[src/rtl/mdu_pkg.sv]
// Shared constants for the multi-cycle multiply/divide sequencer:
// ALU function codes, operation encodings and FSM state encoding.
package mdu_pkg;

    localparam logic [4:0] ALU_ADD = 5'b00000;
    localparam logic [4:0] ALU_SUB = 5'b00110;

    localparam logic [1:0] OP_MULTU = 2'b00;
    localparam logic [1:0] OP_MULT  = 2'b01;
    localparam logic [1:0] OP_DIVU  = 2'b10;
    localparam logic [1:0] OP_DIV   = 2'b11;

    typedef enum logic [2:0] {
        ST_IDLE,
        ST_PREP_A,
        ST_PREP_B,
        ST_ITER,
        ST_FIX1,
        ST_FIX2,
        ST_DONE
    } state_t;

endpackage

[src/rtl/mdu_sequencer_if.sv]
// Pipeline-side bundle of the MDU: op launch/abort, MTHI/MTLO writes,
// status and the architectural HI/LO registers.
interface mdu_sequencer_if;

    logic        start;
    logic [1:0]  op;
    logic [31:0] rs;
    logic [31:0] rt;
    logic        flush;
    logic        hi_we;
    logic        lo_we;
    logic [31:0] wdata;
    logic        busy;
    logic        done;
    logic [31:0] hi;
    logic [31:0] lo;

    modport master (
        output start, op, rs, rt, flush, hi_we, lo_we, wdata,
        input  busy, done, hi, lo
    );

    modport slave (
        input  start, op, rs, rt, flush, hi_we, lo_we, wdata,
        output busy, done, hi, lo
    );

endinterface

[src/rtl/mdu_sequencer.sv]
// Multi-cycle MULT/MULTU/DIV/DIVU unit that borrows the shared EX-stage ALU
// for every add/subtract; holds the architectural HI/LO registers.
module mdu_sequencer
    import mdu_pkg::*;
#(
    parameter logic [31:0] DIV0_LO = 32'hFFFF_FFFF
) (
    input  logic           clk,
    input  logic           reset,
    mdu_sequencer_if.slave bus,
    output logic           alu_own,
    output logic [4:0]     alu_conf,
    output logic [5:0]     alu_opcode,
    output logic           alu_sign,
    output logic [31:0]    alu_in1,
    output logic [31:0]    alu_in2,
    input  logic [31:0]    alu_result
);

    state_t      state;
    logic [4:0]  cnt;
    logic [31:0] a_reg;   // multiplicand / divisor magnitude
    logic [31:0] x_reg;   // P_hi / remainder
    logic [31:0] y_reg;   // P_lo / quotient
    logic        is_div, neg_res, neg_rem;
    logic        busy_r, done_r;
    logic [31:0] hi_r, lo_r;

    logic [31:0] r_shift;
    logic        carry, ge, neg_b, start_signed, start_div;

    assign alu_opcode = '0;
    assign alu_sign   = 1'b0;
    assign bus.busy   = busy_r;
    assign bus.done   = done_r;
    assign bus.hi     = hi_r;
    assign bus.lo     = lo_r;

    assign r_shift      = {x_reg[30:0], y_reg[31]};
    assign carry        = alu_result < x_reg;
    assign ge           = x_reg[31] | (r_shift >= a_reg);
    assign neg_b        = neg_res ^ neg_rem;
    assign start_signed = (bus.op == OP_MULT) || (bus.op == OP_DIV);
    assign start_div    = (bus.op == OP_DIVU) || (bus.op == OP_DIV);

    always_comb begin
        alu_conf = ALU_ADD;
        alu_in1  = '0;
        alu_in2  = '0;
        case (state)
            ST_PREP_A: begin
                if (neg_rem) begin alu_conf = ALU_SUB; alu_in2 = x_reg; end
                else         alu_in1 = x_reg;
            end
            ST_PREP_B: begin
                if (neg_b) begin alu_conf = ALU_SUB; alu_in2 = y_reg; end
                else       alu_in1 = y_reg;
            end
            ST_ITER: begin
                if (is_div) begin
                    alu_conf = ALU_SUB;
                    alu_in1  = r_shift;
                    alu_in2  = a_reg;
                end else begin
                    alu_in1 = x_reg;
                    alu_in2 = y_reg[0] ? a_reg : '0;
                end
            end
            ST_FIX1: begin
                if (neg_res) begin alu_conf = ALU_SUB; alu_in2 = y_reg; end
                else         alu_in1 = y_reg;
            end
            ST_FIX2: begin
                if (is_div) begin
                    if (neg_rem) begin alu_conf = ALU_SUB; alu_in2 = x_reg; end
                    else         alu_in1 = x_reg;
                end else if (neg_res) begin
                    // y_reg already negated in FIX1; zero stays zero, so the borrow test holds
                    alu_in1 = ~x_reg;
                    alu_in2 = {31'b0, (y_reg == '0)};
                end else begin
                    alu_in1 = x_reg;
                end
            end
            default: ;
        endcase
    end

    always_ff @(posedge clk or posedge reset) begin
        if (reset) begin
            state   <= ST_IDLE;
            cnt     <= '0;
            a_reg   <= '0;
            x_reg   <= '0;
            y_reg   <= '0;
            is_div  <= 1'b0;
            neg_res <= 1'b0;
            neg_rem <= 1'b0;
            busy_r  <= 1'b0;
            done_r  <= 1'b0;
            alu_own <= 1'b0;
            hi_r    <= '0;
            lo_r    <= '0;
        end else if (state != ST_IDLE && bus.flush) begin
            state   <= ST_IDLE;
            cnt     <= '0;
            busy_r  <= 1'b0;
            done_r  <= 1'b0;
            alu_own <= 1'b0;
        end else begin
            case (state)
                ST_IDLE: begin
                    if (bus.hi_we) hi_r <= bus.wdata;
                    if (bus.lo_we) lo_r <= bus.wdata;
                    if (bus.start) begin
                        is_div  <= start_div;
                        neg_rem <= start_signed & bus.rs[31];
                        neg_res <= start_signed & (bus.rs[31] ^ bus.rt[31]);
                        x_reg   <= bus.rs;
                        y_reg   <= bus.rt;
                        cnt     <= '0;
                        alu_own <= 1'b1;
                        if (start_div && bus.rt == '0) begin
                            state  <= ST_DONE;
                            done_r <= 1'b1;
                            hi_r   <= bus.rs;
                            lo_r   <= DIV0_LO;
                        end else begin
                            state  <= ST_PREP_A;
                            busy_r <= 1'b1;
                        end
                    end
                end
                ST_PREP_A: begin
                    x_reg <= alu_result;
                    state <= ST_PREP_B;
                end
                ST_PREP_B: begin
                    if (is_div) begin
                        a_reg <= alu_result;
                        y_reg <= x_reg;
                    end else begin
                        a_reg <= x_reg;
                        y_reg <= alu_result;
                    end
                    x_reg <= '0;
                    state <= ST_ITER;
                end
                ST_ITER: begin
                    if (is_div) begin
                        x_reg <= ge ? alu_result : r_shift;
                        y_reg <= {y_reg[30:0], ge};
                    end else begin
                        x_reg <= {carry, alu_result[31:1]};
                        y_reg <= {alu_result[0], y_reg[31:1]};
                    end
                    cnt <= cnt + 5'd1;
                    if (cnt == 5'd31) state <= ST_FIX1;
                end
                ST_FIX1: begin
                    y_reg <= alu_result;
                    state <= ST_FIX2;
                end
                ST_FIX2: begin
                    hi_r   <= alu_result;
                    lo_r   <= y_reg;
                    busy_r <= 1'b0;
                    done_r <= 1'b1;
                    state  <= ST_DONE;
                end
                ST_DONE: begin
                    done_r  <= 1'b0;
                    alu_own <= 1'b0;
                    state   <= ST_IDLE;
                end
                default: state <= ST_IDLE;
            endcase
        end
    end

endmodule

[src/flat_wrapper.sv]
// flat-port wrapper written by rule: the top's interface ports become plain ports
module mdu_sequencer_flat import mdu_pkg::*;
#(
    parameter logic [31:0] DIV0_LO = 32'hFFFF_FFFF
)
  (clk, reset, alu_own, alu_conf, alu_opcode, alu_sign, alu_in1, alu_in2, alu_result, bus_start, bus_op, bus_rs, bus_rt, bus_flush, bus_hi_we, bus_lo_we, bus_wdata, bus_busy, bus_done, bus_hi, bus_lo);
  mdu_sequencer_if bus_i ();
  input  logic clk;
  input  logic reset;
  output logic alu_own;
  output logic [4:0] alu_conf;
  output logic [5:0] alu_opcode;
  output logic alu_sign;
  output logic [31:0] alu_in1;
  output logic [31:0] alu_in2;
  input  logic [31:0] alu_result;
  input wire logic [$bits(bus_i.start)-1:0] bus_start;
  input wire logic [$bits(bus_i.op)-1:0] bus_op;
  input wire logic [$bits(bus_i.rs)-1:0] bus_rs;
  input wire logic [$bits(bus_i.rt)-1:0] bus_rt;
  input wire logic [$bits(bus_i.flush)-1:0] bus_flush;
  input wire logic [$bits(bus_i.hi_we)-1:0] bus_hi_we;
  input wire logic [$bits(bus_i.lo_we)-1:0] bus_lo_we;
  input wire logic [$bits(bus_i.wdata)-1:0] bus_wdata;
  output wire logic [$bits(bus_i.busy)-1:0] bus_busy;
  output wire logic [$bits(bus_i.done)-1:0] bus_done;
  output wire logic [$bits(bus_i.hi)-1:0] bus_hi;
  output wire logic [$bits(bus_i.lo)-1:0] bus_lo;
  assign bus_i.start = bus_start;
  assign bus_i.op = bus_op;
  assign bus_i.rs = bus_rs;
  assign bus_i.rt = bus_rt;
  assign bus_i.flush = bus_flush;
  assign bus_i.hi_we = bus_hi_we;
  assign bus_i.lo_we = bus_lo_we;
  assign bus_i.wdata = bus_wdata;
  assign bus_busy = bus_i.busy;
  assign bus_done = bus_i.done;
  assign bus_hi = bus_i.hi;
  assign bus_lo = bus_i.lo;
  mdu_sequencer #(.DIV0_LO(DIV0_LO)) u_core (.clk(clk), .reset(reset), .bus(bus_i), .alu_own(alu_own), .alu_conf(alu_conf), .alu_opcode(alu_opcode), .alu_sign(alu_sign), .alu_in1(alu_in1), .alu_in2(alu_in2), .alu_result(alu_result));
endmodule
[config.mk]
export PLATFORM = sky130hd
export DESIGN_NAME = mdu_sequencer_flat
export DESIGN_NICKNAME = d
export VERILOG_FILES = /design/src/rtl/mdu_pkg.sv /design/src/rtl/mdu_sequencer_if.sv /design/src/rtl/mdu_sequencer.sv /design/src/flat_wrapper.sv
export SDC_FILE = /design/constraint.sdc
export NUM_CORES = 1
export LEC_CHECK = 0
export CORE_MARGIN = 10
export CORE_UTILIZATION = 40
export CTS_BUF_LIST = sky130_fd_sc_hd__clkbuf_8
export DETAILED_ROUTE_END_ITERATION = 16
export HOLD_SLACK_MARGIN = 0.08
export PLACE_DENSITY_LB_ADDON = 0.05
export SLEW_MARGIN = 40
export SYNTH_ARGS = -nofsm -noshare
export SYNTH_HDL_FRONTEND = slang
export SYNTH_SLANG_ARGS = --single-unit
[constraint.sdc]
create_clock -name clk -period 8 [get_ports clk]
set_input_delay 2 -clock clk [delete_from_list [all_inputs] [get_ports clk]]
set_output_delay 2 -clock clk [all_outputs]
set_load 0.03 [all_outputs]
* Yosys cells after proc, flatten, opt, wreduce, memory -nomap -nowiden *
Index checks and enable logic that the tools add are counted.

operators by class
  multiplexer cells = 57
  $lt $le $gt $ge = 2
  add/subtract/negate cells = 1
  bitwise logic cells = 7
  eq/ne operators = 15
  reduce and logical (&&, ||, !) cells = 25

operator list
  operator                                                                  count
  32-bit two-way mux                                                        25
  32-bit case mux with 5 select lines                                       2
  32-bit case mux with 4 select lines                                       2
  32-bit case mux with 2 select lines                                       2
  32-bit logical NOT                                                        2
  32-bit >= comparator                                                      1
  32-bit < comparator                                                       1
  32-bit NOT                                                                1
  5-bit case mux with 5 select lines                                        1
  3-bit two-way mux                                                         8
  3-bit case mux with 6 select lines                                        1
  5-bit two-way mux                                                         3
  3-bit AND reduction                                                       5
  3-bit nonzero test                                                        4
  4-bit nonzero test                                                        3
  5-bit case mux with 2 select lines                                        1
  2-bit AND reduction                                                       5
  3-bit equality test (second input constant)                               3
  1-bit two-way mux                                                         9
  3-bit by 2-bit equality test with 1-bit output (second input constant)    2
  3-bit by 1-bit inequality test with 1-bit output (second input constant)  2
  3-bit by 2-bit inequality test with 1-bit output (second input constant)  2
  5-bit by 1-bit adder with 5-bit output (second input constant)            1
  5-bit equality test (second input constant)                               1
  other kinds (14)                                                          20

word-level totals
  output and inout bits = 143
  register bits after elaboration = 174
  bits of input ports = 136

* Depth between registers and ports, before layout *
  depth in word-level cells = 7
  mapped depth = 11
  gate-level depth less buffers = 9

* Worst setup path after synthesis *
No wires, ideal clock.

  kind = reg2out
  from = reg u_core.is_div
  to = out alu_conf[2]
  setup slack = 3.766 ns
  data arrival time = 2.234 ns
  cell stages (with the launch flop) = 9
  buffers on the path = 6
  path through = dfrtp_1 -> clkbuf_1 -> buf_2 -> buf_2 -> buf_2 -> buf_2 -> a211oi_1 -> nor2_1 -> buf_4

on the way
  cells in the longest elaborated chain, start to end = 2

RTL lines
  item                                                    RTL line                                  text
  from (decl)                                             mdu_sequencer.sv:25                       logic is_div, neg_res, neg_rem;
  from (signal assigned)                                  mdu_sequencer.sv:116                      is_div <= start_div;
  5-bit two-way mux or 3-bit two-way mux (tied branches)  mdu_sequencer.sv:74, mdu_sequencer.sv:60
  5-bit case mux with 5 select lines (*)                  mdu_sequencer.sv:50                       case (state)
  to (decl)                                               flat_wrapper.sv:11                        output logic [4:0] alu_conf;

Mark *: on every way between the ends. The rest lies on a longest branch, timed or not.

* Worst setup path in the final report *
  from = reg u_core.state[0]
  to = out alu_in1[19]

on the way
  cells in the longest elaborated chain, start to end = 2

RTL lines
  item                                         RTL line              text
  from (decl)                                  mdu_sequencer.sv:20   state_t state;
  from (signal assigned)                       mdu_sequencer.sv:91   state <= ST_IDLE;
  from (signal assigned)                       mdu_sequencer.sv:105  state <= ST_IDLE;
  from (signal assigned)                       mdu_sequencer.sv:124  state <= ST_DONE;
  3-bit equality test (tied with other cells)  mdu_sequencer.sv:50
  32-bit case mux with 5 select lines (*)      mdu_sequencer.sv:50
  to (decl)                                    flat_wrapper.sv:14    output logic [31:0] alu_in1;

Marks and branches as above.

==> flow_metrics.env <==
export IMPL_status="finished, final reports clean"
export IMPL_dp_hpwl_mm=43.2
export IMPL_yosysMostFrequentCell="nand2_1"
export IMPL_drive_gt1_share_pct=6.79
export IMPL_power_internal_mw=3.59
export IMPL_synthArstFlopShare_pct=100
export IMPL_ant_nets=0
export IMPL_grt_setup_unrepaired="false"
export IMPL_die_w_um=207
export IMPL_cts_sinks=174
export IMPL_first_global_vias=14000
export IMPL_ys_seq_area_share_pct=31.1
export IMPL_regArea_um2=4360
export IMPL_power_mw=7.68
export IMPL_seqPwrFrac_pct=27.5
export IMPL_grt_max_degree=76
export IMPL_drc_errors=0
export IMPL_finalHoldViolCount=0
export IMPL_synth_distinct_cells=61
export IMPL_end_kind="primary output"
export IMPL_met1_length_mm=26.3
export IMPL_synth_area_leaders="dfrtp_1 31%, mux2i_1 9.1%, a21oi_1 6.7%"
export IMPL_filler_cell_count=3388
export IMPL_final_cell_area_um2=17400
export IMPL_start_util_pct=40.5
export IMPL_ir_drop_mv=0.311
export IMPL_final_max_slew_viol_count=0
export IMPL_wl_per_cell_um=26.0
export IMPL_cts_setup_buffers=0
export IMPL_timing_final_crit_period_ns=6.86
export IMPL_skew_ns=0.0144
export IMPL_setup_viol=0
export IMPL_pwr_share_clk_pct=9.5
export IMPL_power_leakage_nw=7.08
export IMPL_netlist_instances=1738
export IMPL_clkLatencyLatePin_ns=0.51
export IMPL_relSlewSlack_pct=42.3
export IMPL_clock_path_buffers=2
export IMPL_netlist_area_leader_share_pct=31.1
export IMPL_drtIter0Drc=1647
export IMPL_finalCritPeriodShare_pct=85.8
export IMPL_hold_slack_ns=0.514
export IMPL_cts_htree_levels=4
export IMPL_cts_root_buf="clkbuf_8"
export IMPL_cts_tree="built"
export IMPL_synth_area_per_cell_um2=8.06
export IMPL_yosys_area_top_type="dfrtp_1"
export IMPL_cp_max_fo=45
export IMPL_hold_buffers=0
export IMPL_netlist_area_um2=14000
export IMPL_synth_edf_count=0
export IMPL_drtPass1Iterations=9
export IMPL_highest_layer="met5"
export IMPL_final_nets=2076
export IMPL_drt_wl_total_mm=60.9
export IMPL_place_area_um2=16900
export IMPL_worst_ep_arrival_time_ns=4.86
export IMPL_power_switching_mw=4.09
export IMPL_multi_input_area_um2=8690
export IMPL_met2_length_mm=27.4
export IMPL_grt_pass1_wl_mm=92.6
export IMPL_routabilityCongestion=0.921
export IMPL_fin_tns_setup_ns=0
export IMPL_core_area_um2=34500
export IMPL_io_pins=279
export IMPL_ys_flop_type="dfrtp_1"
export IMPL_via_per_inst=6.25
export IMPL_drv_cap=0
export IMPL_pwr_share_comb_pct=63.0
export IMPL_die_h_um=207
export IMPL_cts_buffers=17
export IMPL_path_class="reg2out"
export IMPL_wl_met3_mm=5.89
export IMPL_rows=68
export IMPL_hold_class="reg2reg"
export IMPL_antenna_found_initial=4
export IMPL_fmax_ghz=0.146
export IMPL_die_area_um2=42900
export IMPL_synth_seq_cells=174
export IMPL_grt_usage_pct=27.2
export IMPL_grt_ovfl_total=0
export IMPL_worstSetupStartpointType="flop"
export IMPL_ys_top_cells_by_count="190 x nand2_1, 189 x nor2_1, 188 x a21oi_1"
export IMPL_portBuffers=268
export IMPL_crit_required_ns=6.00
export IMPL_clk_pin_slew_ns=0.10
export IMPL_yosys_warnings=0
export IMPL_num_vias=14600
export IMPL_tightest_slew_ns=0.865
export IMPL_swShare_pct=53.3
export IMPL_area_growth_pct=24.5
export IMPL_p_per_area_nw_per_um2=441
export IMPL_post_cts_resized=0
-- cells in the final DEF (no fill, tap or decap), types with 6 or more instances in the layout --
cell	n
a211oi_1	6
a21oi_1	186
a221oi_1	33
a222oi_1	60
a31oi_1	34
buf_4	21
buf_8	8
clkbuf_8	17
clkdlybuf4s50_1	267
conb_1	10
dfrtp_1	172
ha_1	69
inv_1	69
mux2_2	30
mux2i_1	127
nand2_1	187
nand3_1	9
nand4_1	12
nor2_1	184
nor3_1	6
nor3b_1	32
nor4_1	20
o211ai_1	36
o21a_1	7
o21ai_0	81
o221ai_1	31
o22ai_1	67
-- critical path, cell delays in order, from the launching register on --
cell and delay [ns]:
dfrtp_1 0.83, nor2b_1 0.59, and2_2 0.58, buf_4 0.51, nor2b_4 0.44, buf_8 0.21
buf_8 0.17, o22ai_1 0.08, a21oi_1 0.17, clkdlybuf4s50_1 0.76
-- power by group through the flow --
stage               clock [mW]  combinational [mW]  sequential [mW]
finish                   0.729                4.84             2.11
global route             0.781                5.28             2.16
CTS                      0.747                4.82             2.07
detailed placement           0                4.80             2.09
global placement             0                4.58             2.15
floorplan                    0                3.17             1.94
-- stage by stage --
step	instances	utilization, %	worst slack [ns]
6_report	2341	50.4	1.14
5_1_grt	2341	50.4	0.892
4_1_cts	2337	50.3	1.18
3_5_place_dp	2305	49.0	1.79
3_3_place_gp	2293	48.3	1.85
2_1_floorplan	1747	-	1.28
-- layer usage --
layer  track usage [%]  vias up
met2              42.2      755
met4              6.45        2
li1                  -     6697
met5                 0        -
met3              6.68      104
met1              37.1     7074
-- cells by family (layout without fill, tap and decap cells) --
| logic type | count (synthesis) | in the layout | share of synthesized area [%] |
|---|---|---|---|
| AOI/OAI and AO/OA | 579 | 579 | 27.2 |
| xor gates and xnor gates | 2 | 2 | 0.125 |
| adders and majority gates | 69 | 69 | 6.17 |
| buffers and inverters | 268 | 405 | 8.28 |
| DFF | 174 | 174 | 31.1 |
| muxes | 159 | 159 | 11.8 |
| other | 1 | 12 | 0.0268 |
| and+or+nand+nor | 486 | 486 | 15.2 |
-- layout make-up --
class	count	area share, %
diodes	2	0.0287
inverters	70	1.54
flip-flops and latches	174	25.0
well taps	455	3.27
clock buffers	17	1.34
clock inverters	15	1.19
repair buffers	303	17.7
multi-input cells	1305	49.9
-- worst paths after layout --
path	to	startpoint	slack, ns	cells past startpoint
max in group asynchronous	u_core.state[2]	reset	4.98	3
hold / removal	u_core.cnt[2]	u_core.cnt[2]	0.51	1
setup reg to reg	u_core.bus.hi[20]	u_core.state[0]	4.52	6
setup / recovery	alu_in1[19]	u_core.state[0]	1.14	9
min in group asynchronous	u_core.bus.hi[10]	reset	1.89	2
hold reg to reg	u_core.cnt[2]	u_core.cnt[2]	0.51	1
Note: power is estimated with default switching activity, not from simulation.
